==> config.mk <==
export PLATFORM = sky130hd
export DESIGN_NAME = char_glyph_renderer
export DESIGN_NICKNAME = d
export VERILOG_FILES = /design/src/rtl/char_glyph_renderer.sv
export SDC_FILE = /design/constraint.sdc
export NUM_CORES = 1
export LEC_CHECK = 0
export ABC_AREA = 1
export CORE_MARGIN = 10
export CORE_UTILIZATION = 40
export CTS_BUF_LIST = sky130_fd_sc_hd__clkbuf_4
export CTS_CLUSTER_DIAMETER = 50
export CTS_CLUSTER_SIZE = 12
export DETAILED_ROUTE_END_ITERATION = 10
export DONT_BUFFER_PORTS = 1
export PLACE_DENSITY = 0.64
export SETUP_SLACK_MARGIN = 0.1
export SLEW_MARGIN = 25
export SYNTH_ARGS = -nofsm -noshare
export SYNTH_HDL_FRONTEND = slang
export SYNTH_SLANG_ARGS = --single-unit
==> constraint.sdc <==
create_clock -name clk -period 2.1 [get_ports clk]
set_clock_uncertainty 0.15 [all_clocks]
set_input_delay 0.21 -clock clk [delete_from_list [all_inputs] [get_ports clk]]
set_output_delay 0.21 -clock clk [all_outputs]
set_load 0.05 [all_outputs]
==> src/rtl/char_glyph_renderer.sv <==
// Text-mode pixel renderer: maps timing coordinates to character buffer and font ROM reads,
// serializes glyph rows to RGB, overlays a blinking underline cursor, and delays syncs to match.
module char_glyph_renderer #(
   parameter int unsigned COLS         = 80,
   parameter int unsigned ROWS         = 30,
   parameter int unsigned ADDR_W       = 12,
   parameter int unsigned BLINK_FRAMES = 30
) (
   input  logic              clk,
   input  logic              rst_n,
   input  logic [9:0]        h_pos,
   input  logic [9:0]        v_pos,
   input  logic              de_in,
   input  logic              hsync_in,
   input  logic              vsync_in,
   output logic [ADDR_W-1:0] char_addr,
   input  logic [7:0]        char_data,
   output logic [7:0]        font_char,
   output logic [3:0]        font_scanline,
   input  logic [7:0]        font_row,
   input  logic [23:0]       fg_color,
   input  logic [23:0]       bg_color,
   input  logic              cursor_en,
   input  logic [6:0]        cursor_col,
   input  logic [4:0]        cursor_row,
   output logic [23:0]       rgb_out,
   output logic              de_out,
   output logic              hsync_out,
   output logic              vsync_out
);

   localparam int unsigned BlinkW = (BLINK_FRAMES > 1) ? $clog2(BLINK_FRAMES) : 1;
   localparam logic [BlinkW-1:0] BlinkLast = BlinkW'(BLINK_FRAMES - 1);

   typedef struct packed {
      logic [2:0] px;
      logic [3:0] scanline;
      logic       de;
      logic       hsync;
      logic       vsync;
      logic       in_range;
      logic       cursor_hit;
   } stage_t;

   logic [6:0]        col;
   logic [5:0]        row;
   logic [3:0]        scan;
   logic              in_range;
   logic              cursor_hit;
   logic [ADDR_W-1:0] addr_calc;
   logic [ADDR_W-1:0] char_addr_q, char_addr_d;
   stage_t            s1_q, s1_d, s2_q, s3_q;
   logic [23:0]       rgb_q, rgb_d;
   logic              de_q, hsync_q, vsync_q;
   logic              pix_bit;
   logic              vsync_prev_q, vsync_rise;
   logic [BlinkW-1:0] blink_cnt_q, blink_cnt_d;
   logic              blink_phase_q, blink_phase_d;

   assign col  = h_pos[9:3];
   assign row  = v_pos[9:4];
   assign scan = v_pos[3:0];

   always_comb begin
      in_range   = (32'(col) < COLS) && (32'(row) < ROWS);
      // Gating on in_range keeps out-of-grid cursor coordinates inert.
      cursor_hit = cursor_en && blink_phase_q && in_range && (col == cursor_col) &&
                   (row == {1'b0, cursor_row}) && (scan >= 4'd14);
      addr_calc  = ADDR_W'(row) * ADDR_W'(COLS) + ADDR_W'(col);
      char_addr_d = (de_in && in_range) ? addr_calc : char_addr_q;
      s1_d = '{px: h_pos[2:0], scanline: scan, de: de_in, hsync: hsync_in, vsync: vsync_in,
               in_range: in_range, cursor_hit: cursor_hit};
   end

   always_comb begin
      vsync_rise    = vsync_in && !vsync_prev_q;
      blink_cnt_d   = blink_cnt_q;
      blink_phase_d = blink_phase_q;
      if (vsync_rise) begin
         if (blink_cnt_q == BlinkLast) begin
            blink_cnt_d   = '0;
            blink_phase_d = !blink_phase_q;
         end else begin
            blink_cnt_d = blink_cnt_q + 1'b1;
         end
      end
   end

   // font_row lines up with stage 3; MSB is the leftmost pixel.
   assign pix_bit = font_row[3'd7 - s3_q.px] ^ s3_q.cursor_hit;

   always_comb begin
      rgb_d = '0;
      if (s3_q.de) begin
         rgb_d = (s3_q.in_range && pix_bit) ? fg_color : bg_color;
      end
   end

   always_ff @(posedge clk or negedge rst_n) begin
      if (!rst_n) begin
         char_addr_q   <= '0;
         s1_q          <= '0;
         s2_q          <= '0;
         s3_q          <= '0;
         rgb_q         <= '0;
         de_q          <= 1'b0;
         hsync_q       <= 1'b0;
         vsync_q       <= 1'b0;
         vsync_prev_q  <= 1'b0;
         blink_cnt_q   <= '0;
         blink_phase_q <= 1'b0;
      end else begin
         char_addr_q   <= char_addr_d;
         s1_q          <= s1_d;
         s2_q          <= s1_q;
         s3_q          <= s2_q;
         rgb_q         <= rgb_d;
         de_q          <= s3_q.de;
         hsync_q       <= s3_q.hsync;
         vsync_q       <= s3_q.vsync;
         vsync_prev_q  <= vsync_in;
         blink_cnt_q   <= blink_cnt_d;
         blink_phase_q <= blink_phase_d;
      end
   end

   assign char_addr     = char_addr_q;
   assign font_char     = char_data;
   assign font_scanline = s2_q.scanline;
   assign rgb_out       = rgb_q;
   assign de_out        = de_q;
   assign hsync_out     = hsync_q;
   assign vsync_out     = vsync_q;

endmodule

==> impl_metrics.py, run 1 <==
metrics = {
    "run_status": {
        "outcome": "finished, violations left",
        "violations": "negative hold slack",
    },
    "power_and_ir_drop": {
        "power_frac_seq": 0.595,
        "switching_share": 0.377,
        "clock_power_share": 0.228,
        "p_leak_nw": 2.61,
        "power_w": 0.00357,
        "power_density_nw_per_um2": 732,
        "internal-power_w": 0.00222,
        "p_comb_frac": 0.177,
        "p_switching_w": 0.00135,
        "ir_drop_uv": 425,
    },
    "routing": {
        "detail_route.iter0.violations": 167,
        "wl_um": 10200,
        "firstDrtPassIters": 4,
        "viasPerCell": 4.64,
        "routedWlPerCell_um": 15.6,
        "vias": 3038,
        "post-route-drc-count": 0,
        "postRouteAntennaNets": 0,
    },
    "synthesis": {
        "yosys_register_bits": 77,
        "syn_inst": 439,
        "synth_area_leader_cell": "dfrtp_1",
        "synth_ff_type": "dfrtp_1",
        "syn_area_per_cell_um2": 8.67,
        "yosysUniqueCellTypes": 31,
        "synth_most_common_cell": "inv_1",
        "syn-cell-area_um2": 3810,
        "seq_area_frac_synth": 0.506,
        "synthTopCellsByArea": "dfrtp_1 (51%), inv_1 (9.9%), nand2_1 (8.7%), nand3_1 (4.5%), ha_1 (4.3%)",
        "yosys-top-cells-count": "inv_1 (100), nand2_1 (88), dfrtp_1 (77), nand3_1 (34), nor2_1 (32)",
        "syn_nets": 556,
        "synth_edf_count": 0,
        "synth_top_area_frac": 0.506,
        "yosys_warnings": 0,
        "async_flop_share": 1.00,
    },
    "critical_path": {
        "startpoint_type": "input pin",
        "critPathRequiredTime_ps": 2300,
        "cp_max_fo": 3,
        "worstPathArrival_ps": 2190,
        "endpoint_kind": "flip-flop",
        "crit_type": "in2reg",
    },
    "global_route": {
        "grt_pass1_wl_um": 17200,
        "grt_pass1_vias": 3373,
        "overflow": 0,
        "grt_max_degree": 78,
        "grt_usage": 0.151,
        "antenna_found_initial": 1,
    },
    "floorplanning": {
        "start_util": 0.412,
        "die_y_um": 118,
        "dieArea_um2": 13800,
        "rows": 35,
        "chipWidth_um": 118,
        "io_pins": 153,
        "core_um2": 9240,
    },
    "timing": {
        "hold_violations": 77,
        "fin_crit_sh": 0.947,
        "min_period_ps": 1990,
        "slew_headroom": 0.469,
        "maxSlewViolCount": 0,
        "clock.fmax_ghz": 0.503,
        "grt_setup_unrepaired": "no",
        "holdWs_ps": -678,
        "tightest_slew_ps": 797,
        "fin_tns_setup_ps": 0,
        "finalSetupViolCount": 0,
    },
    "finish": {
        "fillCellCount": 798,
        "postLayoutCoreUtil": 0.527,
        "syn_to_final_growth_pct": 28.0,
        "layout.cells.non_filler": 655,
        "multi_input_comb_area_um2": 1360,
        "final_nets": 637,
        "postLayoutCellArea_um2": 4870,
        "seq_area_um2": 1930,
        "drive_above_1_share": 0.0990,
    },
    "cts": {
        "postCtsHoldBufs": 90,
        "insertion_delay_ps": 410,
        "numClockSinks": 77,
        "cts_buffers": 9,
        "htreeDepth": 3,
        "cts_root_buf": "clkbuf_4",
        "clk_path_buf_depth": 2,
        "clk_pin_slew_ps": 140,
        "cts_tree": "done",
        "post_cts_buffers": 0,
    },
    "place": {
        "port_buffers": 0,
        "place.detailed.hpwl_um": 6390,
        "dp_cells": 548,
        "dpl-instance-area_um2": 3830,
        "gp_congestion": 0.784,
    },
    "job": {
        "cap_violations": 0,
    },
    "min_path": {
        "hold_class": "in2async",
    },
}
==> layout by cell type, fill, tap and decap left out, drive strengths merged, types with 2 or more instances in the layout <==
cell and count:
a21oi 5, a221oi 2, buf 2, clkbuf 9, clkinv 3, dfrtp 77
dlygate4sd3 90, fa 2, ha 13, inv 105, nand2 101, nand3 47
nand4 2, nor2 33, nor4 2, o21ai 10, o22ai 5, xnor2 5
xor2 6
==> power groups by stage <==
stage | Combinational [W] | Sequential, W | Clock, W
after floorplan | 0.000470 | 0.00208 | 0
after global placement | 0.000450 | 0.00215 | 0
after detailed placement | 0.000471 | 0.00216 | 0
after CTS | 0.000619 | 0.00213 | 0.000866
after global routing | 0.000720 | 0.00215 | 0.000941
final | 0.000632 | 0.00212 | 0.000813
==> cell type report <==
class                   instances  area share
flip-flops and latches         77       0.396
clock buffers                   9      0.0139
inverters                     102      0.0786
diodes                          1    0.000514
multi-input cells             238       0.278
well taps                     129      0.0331
clock inverters                 7      0.0118
repair buffers                 92       0.188
==> logic make-up after synthesis <==
kind of cell,count (synthesis),share of synthesized area
flip-flops,77,0.506
AO/OA/AOI/OAI,24,0.0365
XOR/XNOR,11,0.0253
adder cells (fa/ha/maj),15,0.0533
buffers and inverters,124,0.143
AND/OR/NAND/NOR,188,0.235
==> state kept, by name, indices dropped and copies added, names as in the netlist <==
register / cells
de_out: 1
s3_q: 8
hsync_out: 1
blink_cnt_q: 5
rgb_out: 24
blink_phase_q: 1
s1_q: 11
char_addr: 12
vsync_out: 1
s2_q: 8
font_scanline: 4
vsync_prev_q: 1
==> routing by layer <==
| layer | part of all wire | GRT usage | wire length, µm | vias to the layer above |
|---|---|---|---|---|
| met3 | 0.089 | 0.0552 | 910 | 26 |
| met1 | 0.39 | 0.164 | 3990 | 1405 |
| met4 | 0.026 | 0.0711 | 270 | 0 |
| met2 | 0.49 | 0.255 | 5060 | 134 |
| li1 | - | - | - | 1473 |
| met5 | 0 | 0 | 0 | - |
==> critical path, cell delays in order <==
cell,delay (ps)
dlygate4sd3_1,590
ha_1,230
fa_2,510
dlygate4sd3_1,540
nand2_1,50
nand2_1,60
==> worst paths after layout <==
| path | startpoint | end | slack (ps) | cells past startpoint |
|---|---|---|---|---|
| min | rst_n | font_scanline[2] | -680 | 0 |
| min reg2reg | s2_q[11] | s3_q[11] | 210 | 0 |
| max in group asynchronous | rst_n | s2_q[9] | 2360 | 0 |
| min in group clk | h_pos[9] | char_addr[11] | 40 | 5 |
| max reg2reg | s3_q[9] | rgb_out[1] | 300 | 9 |
| max | v_pos[4] | char_addr[5] | 110 | 6 |
==> per-stage QoR <==
| stage | hold slack (ps) | setup WS [ps] |
|---|---|---|
| 2_1_floorplan | -236 | 111 |
| 3_3_place_gp | -233 | 116 |
| 3_5_place_dp | -233 | 58.8 |
| 4_1_cts | -721 | 192 |
| 5_1_grt | -742 | 103 |
| 6_report | -678 | 112 |
==> repair_timing <==
action | CTS | global route
hold endpoints to repair | 124 | 77
gates resized for setup | 0 | 3
endpoints found under the setup margin | 0 | 12
(Power assumes the default switching activity.)
==> run 2, diff against run 1 <==
Settings changed: CORE_MARGIN 10 to 4.
Clock period 2.1 ns to 2.3 ns, I/O delays scaled along.
==> run 2 against run 1 <==
The run now ends clean. Wire length decreased by 13%. Clock-buffer cell count did not move. Critical path depth unchanged. Critical endpoint is now s1_q[0]. Largest power group unchanged.
==> impl_metrics.py, run 2 (synthesis gave the netlist of run 1 again) <==
metrics = {
    "critical_path": {
        "path_buf_inv": 3,
        "crit_chain": "dlygate4sd3_1 -> a21oi_1 -> dlygate4sd3_1 -> nand3_1 -> dlygate4sd3_1 -> nor2_1",
        "crit_top_cell": "dlygate4sd3_1",
        "critPathRequiredTime_ps": 2480,
        "startpoint_type": "input pin",
        "cp_max_fo": 3,
        "endpoint_kind": "flip-flop",
        "critical_path.top_delay_family": "buffers and inverters",
        "crit_type": "in2reg",
        "slowest_delay_ps": 580,
        "cpMaxStageDelayCell": "dlygate4sd3_1",
        "worstPathArrival_ps": 2330,
    },
    "finish": {
        "drive_above_1_share": 0.0923,
        "postLayoutCoreUtil": 0.521,
        "final_nets": 632,
        "layout.cells.non_filler": 649,
        "layout_commonest_cell": "inv_1",
        "syn_to_final_growth_pct": 26.4,
        "largest_reg_flops": 24,
        "final_cell_mix": "inv_1 (100), nand2_1 (88), dlygate4sd3_1 (84)",
        "diodes": 0,
    },
    "place": {
        "port_buffers": 0,
        "dp_cells": 548,
        "gp_congestion": 0.867,
        "place.detailed.hpwl_um": 5520,
    },
    "routing": {
        "vias": 3056,
        "wl_um": 8870,
        "detail_route.iter0.violations": 175,
        "routedWlPerCell_um": 13.7,
        "viasPerCell": 4.71,
        "firstDrtPassIters": 4,
        "postRouteAntennaNets": 0,
        "post-route-drc-count": 0,
    },
    "global_route": {
        "grt_pass1_vias": 3224,
        "antenna_found_initial": 0,
        "overflow": 0,
        "grt_max_degree": 78,
        "grt_pass1_wl_um": 14800,
        "grt_usage": 0.166,
    },
    "timing": {
        "grt_setup_unrepaired": "no",
        "min_period_ps": 2150,
        "fin_crit_sh": 0.935,
        "clock.fmax_ghz": 0.465,
        "hold_violations": 0,
        "holdWs_ps": 50.6,
        "finalSetupViolCount": 0,
        "tightest_slew_ps": 813,
        "slew_headroom": 0.458,
        "maxSlewViolCount": 0,
        "fin_tns_setup_ps": 0,
    },
    "floorplanning": {
        "die_y_um": 106,
        "start_util": 0.412,
        "core_um2": 9240,
        "rows": 35,
        "dieArea_um2": 11100,
        "io_pins": 153,
        "chipWidth_um": 106,
    },
    "cts": {
        "cts_tree": "done",
        "htreeDepth": 3,
        "clk_pin_slew_ps": 140,
        "post_cts_buffers": 0,
        "numClockSinks": 77,
        "clk_path_buf_depth": 2,
        "insertion_delay_ps": 410,
        "cts_root_buf": "clkbuf_4",
        "cts_buffers": 9,
    },
    "power_and_ir_drop": {
        "power_w": 0.00324,
        "clock_power_share": 0.226,
        "p_comb_frac": 0.179,
        "power_density_nw_per_um2": 674,
        "internal-power_w": 0.00201,
        "ir_drop_uv": 360,
        "power_frac_seq": 0.595,
        "p_switching_w": 0.00123,
        "switching_share": 0.379,
        "p_leak_nw": 2.58,
    },
    "run_status": {
        "outcome": "completed",
    },
    "job": {
        "cap_violations": 0,
    },
    "min_path": {
        "hold_class": "in2reg",
    },
}
==> run 2: layout make-up <==
type / count / area, µm²
clock buffer: 9 / 67.6
clock inverter: 7 / 56.3
fill: 789 / 4430
inverter: 102 / 383
multi-input combinational: 238 / 1330
sequential: 77 / 1930
tap: 129 / 161
timing repair buffer: 87 / 883
==> run 2: stage by stage <==
stage               setup slack, ps  area, µm²
CTS                             241       4810
floorplan                       194       3810
detailed placement              187       3820
finish                          150       4810
global route                    130       4810
global placement                225       3820
==> run 2: power groups by stage <==
stage	registers, W	clock network, W	logic [W]
after floorplan	0.00190	0	0.000423
final	0.00193	0.000734	0.000579
after CTS	0.00193	0.000789	0.000577
after global routing	0.00195	0.000862	0.000664
after global placement	0.00196	0	0.000407
after detailed placement	0.00196	0	0.000424
==> run 2: routing by layer <==
metal / GRT usage / share of wire / up-vias
li1: - / - / 1464
met1: 0.193 / 0.40 / 1404
met2: 0.281 / 0.48 / 161
met3: 0.0429 / 0.091 / 27
met4: 0.0851 / 0.029 / 0
met5: 0 / 0 / -
==> run 2: what timing repair did <==
action                                 4_1_cts  5_1_grt
hold buffers                                85        0
endpoints found under the hold margin      124        0
resized for setup                            0        0
==> run 2: final timing paths <==
check	from	end	slack, ps	cells past startpoint
hold reg to reg	s2_q[11]	s3_q[11]	200	0
max in group asynchronous	rst_n	rgb_out[6]	1460	2
setup reg to reg	s3_q[9]	rgb_out[8]	390	10
hold / removal	h_pos[7]	char_addr[5]	50	5
setup / recovery	v_pos[8]	s1_q[0]	150	6
min in group asynchronous	rst_n	rgb_out[20]	220	2
==> run 2: tightest hold or removal path, stage by stage <==
cell,delay (ps)
o21ai_0,50
nand2_1,130
nor2_4,80
nand2_1,60
nand2_1,40
==> run 3, diff against run 2 <==
Settings changed: PLACE_DENSITY 0.64 to 0.51.
Clock period 2.3 ns to 2.2 ns, I/O delays scaled along.
==> run 3 against run 2 <==
Non-clock buffer count up 4. Sequential power up 5%. Design area grew 1.2%. Die area stayed put. Highest routed layer unchanged.
==> impl_metrics.py, run 3 (synthesis gave the netlist of run 1 again) <==
metrics = {
    "timing": {
        "hold_violations": 0,
        "clock.fmax_ghz": 0.499,
        "tightest_slew_ps": 512,
        "fin_crit_sh": 0.911,
        "maxSlewViolCount": 0,
        "slew_headroom": 0.659,
        "min_period_ps": 2010,
        "grt_setup_unrepaired": "no",
        "fin_tns_setup_ps": 0,
        "holdWs_ps": 6.78,
        "finalSetupViolCount": 0,
    },
    "place": {
        "gp_congestion": 0.859,
        "port_buffers": 0,
        "place.detailed.hpwl_um": 5570,
    },
    "finish": {
        "drive_above_1_share": 0.0973,
        "syn_to_final_growth_pct": 28.0,
        "fillCellCount": 832,
        "layout_commonest_cell": "inv_1",
        "final_cell_mix": "inv_1 (100), nand2_1 (88), dlygate4sd3_1 (86)",
        "final_nets": 636,
        "diodes": 0,
        "largest_reg_flops": 24,
    },
    "job": {
        "cap_violations": 0,
    },
    "power_and_ir_drop": {
        "p_leak_nw": 2.62,
        "clock_power_share": 0.255,
        "power_frac_seq": 0.571,
        "p_switching_w": 0.00130,
        "p_comb_frac": 0.173,
        "power_density_nw_per_um2": 724,
        "ir_drop_uv": 481,
        "internal-power_w": 0.00223,
        "switching_share": 0.368,
    },
    "critical_path": {
        "critical_path.top_delay_family": "buffers and inverters",
        "reg2reg_from": "s3_q[9]",
        "worstPathArrival_ps": 2160,
        "path_buf_inv": 2,
        "cp_max_fo": 4,
        "r2r_end": "rgb_out[6]",
        "crit_type": "in2reg",
        "slowest_delay_ps": 600,
        "worstSetupStartpoint": "h_pos[7]",
        "critPathRequiredTime_ps": 2350,
        "cpMaxStageDelayCell": "dlygate4sd3_1",
        "ff2ff_path_depth": 11,
        "endpoint_kind": "flip-flop",
        "crit_chain": "dlygate4sd3_1 -> ha_1 -> fa_1 -> dlygate4sd3_1 -> nand2_1 -> nand2_1",
        "crit_cells": 6,
        "startpoint_type": "input pin",
        "reg2reg_slack_ps": 410,
    },
    "floorplanning": {
        "rows": 35,
        "core_um2": 9240,
        "dieArea_um2": 11100,
        "io_pins": 153,
        "die_y_um": 106,
        "start_util": 0.412,
        "chipWidth_um": 106,
    },
    "global_route": {
        "grt_max_degree": 78,
        "antenna_found_initial": 0,
        "grt_pass1_wl_um": 14800,
        "grt_usage": 0.167,
        "grt_pass1_vias": 3235,
        "overflow": 0,
    },
    "routing": {
        "routedWlPerCell_um": 13.6,
        "vias": 2980,
        "viasPerCell": 4.56,
        "postRouteAntennaNets": 0,
        "detail_route.iter0.violations": 56,
        "post-route-drc-count": 0,
        "firstDrtPassIters": 4,
        "wl_um": 8910,
    },
    "cts": {
        "insertion_delay_ps": 420,
        "cts_tree": "done",
        "post_cts_buffers": 0,
        "clk_pin_slew_ps": 110,
        "numClockSinks": 77,
        "clk_path_buf_depth": 2,
        "htreeDepth": 3,
        "cts_buffers": 9,
        "cts_resized": 0,
        "cts_root_buf": "clkbuf_4",
    },
    "min_path": {
        "hold_path.startpoint": "v_pos[8]",
        "hold_class": "in2reg",
        "whs_path_depth": 4,
        "whs_endpoint": "s1_q[0]",
    },
    "run_status": {
        "outcome": "completed",
    },
}
run 3: repair_timing:
item                                    CTS  global route
hold buffers                             87             0
endpoints found under the setup margin    0             0
hold endpoints to repair                124             0
run 3: worst max path at each step:
stage	slack (ps)	end
6_report	190	char_addr[5]
5_1_grt	160	char_addr[10]
4_1_cts	250	char_addr[5]
3_5_place_dp	110	char_addr[10]
3_3_place_gp	130	char_addr[10]
2_1_floorplan	100	char_addr[10]
run 3: power groups by stage:
stage | clock [W] | combinational (W) | sequential [W]
global placement | 0 | 0.000436 | 0.00204
detailed placement | 0 | 0.000445 | 0.00205
global route | 0.00100 | 0.000709 | 0.00203
finish | 0.000901 | 0.000612 | 0.00202
CTS | 0.000937 | 0.000616 | 0.00202
floorplan | 0 | 0.000443 | 0.00199
run 3: cell type report:
class                   count  area, µm²  share of cell area
flip-flops and latches     77       1930               0.396
multi-input cells         238       1330               0.274
repair buffers             91        918               0.189
inverters                 102        383              0.0786
well taps                 129        161              0.0331
clock inverters             7       80.1              0.0164
clock buffers               9       67.6              0.0139
run 3: metal layers:
layer  track usage  share of wire
met4        0.0768          0.026
met3        0.0527          0.071
met1         0.179           0.40
met5             0              0
met2         0.298           0.50
run 3: through the flow:
stage	std cells	setup WS (ps)	util	instance area (µm²)	power [W]
floorplan	439	104	-	3810	0.00243
global placement	550	126	0.415	3830	0.00248
detailed placement	550	115	0.415	3830	0.00249
CTS	653	253	0.527	4870	0.00357
global route	653	163	0.527	4870	0.00374
finish	653	195	0.527	4870	0.00353
run 3: worst register-to-register path, delay by kind of cell, from the launching register on:
kind | cells | cell delay [ps]
AND/OR/NAND/NOR | 9 | 720
flip-flops | 1 | 450
buffers and inverters | 2 | 380
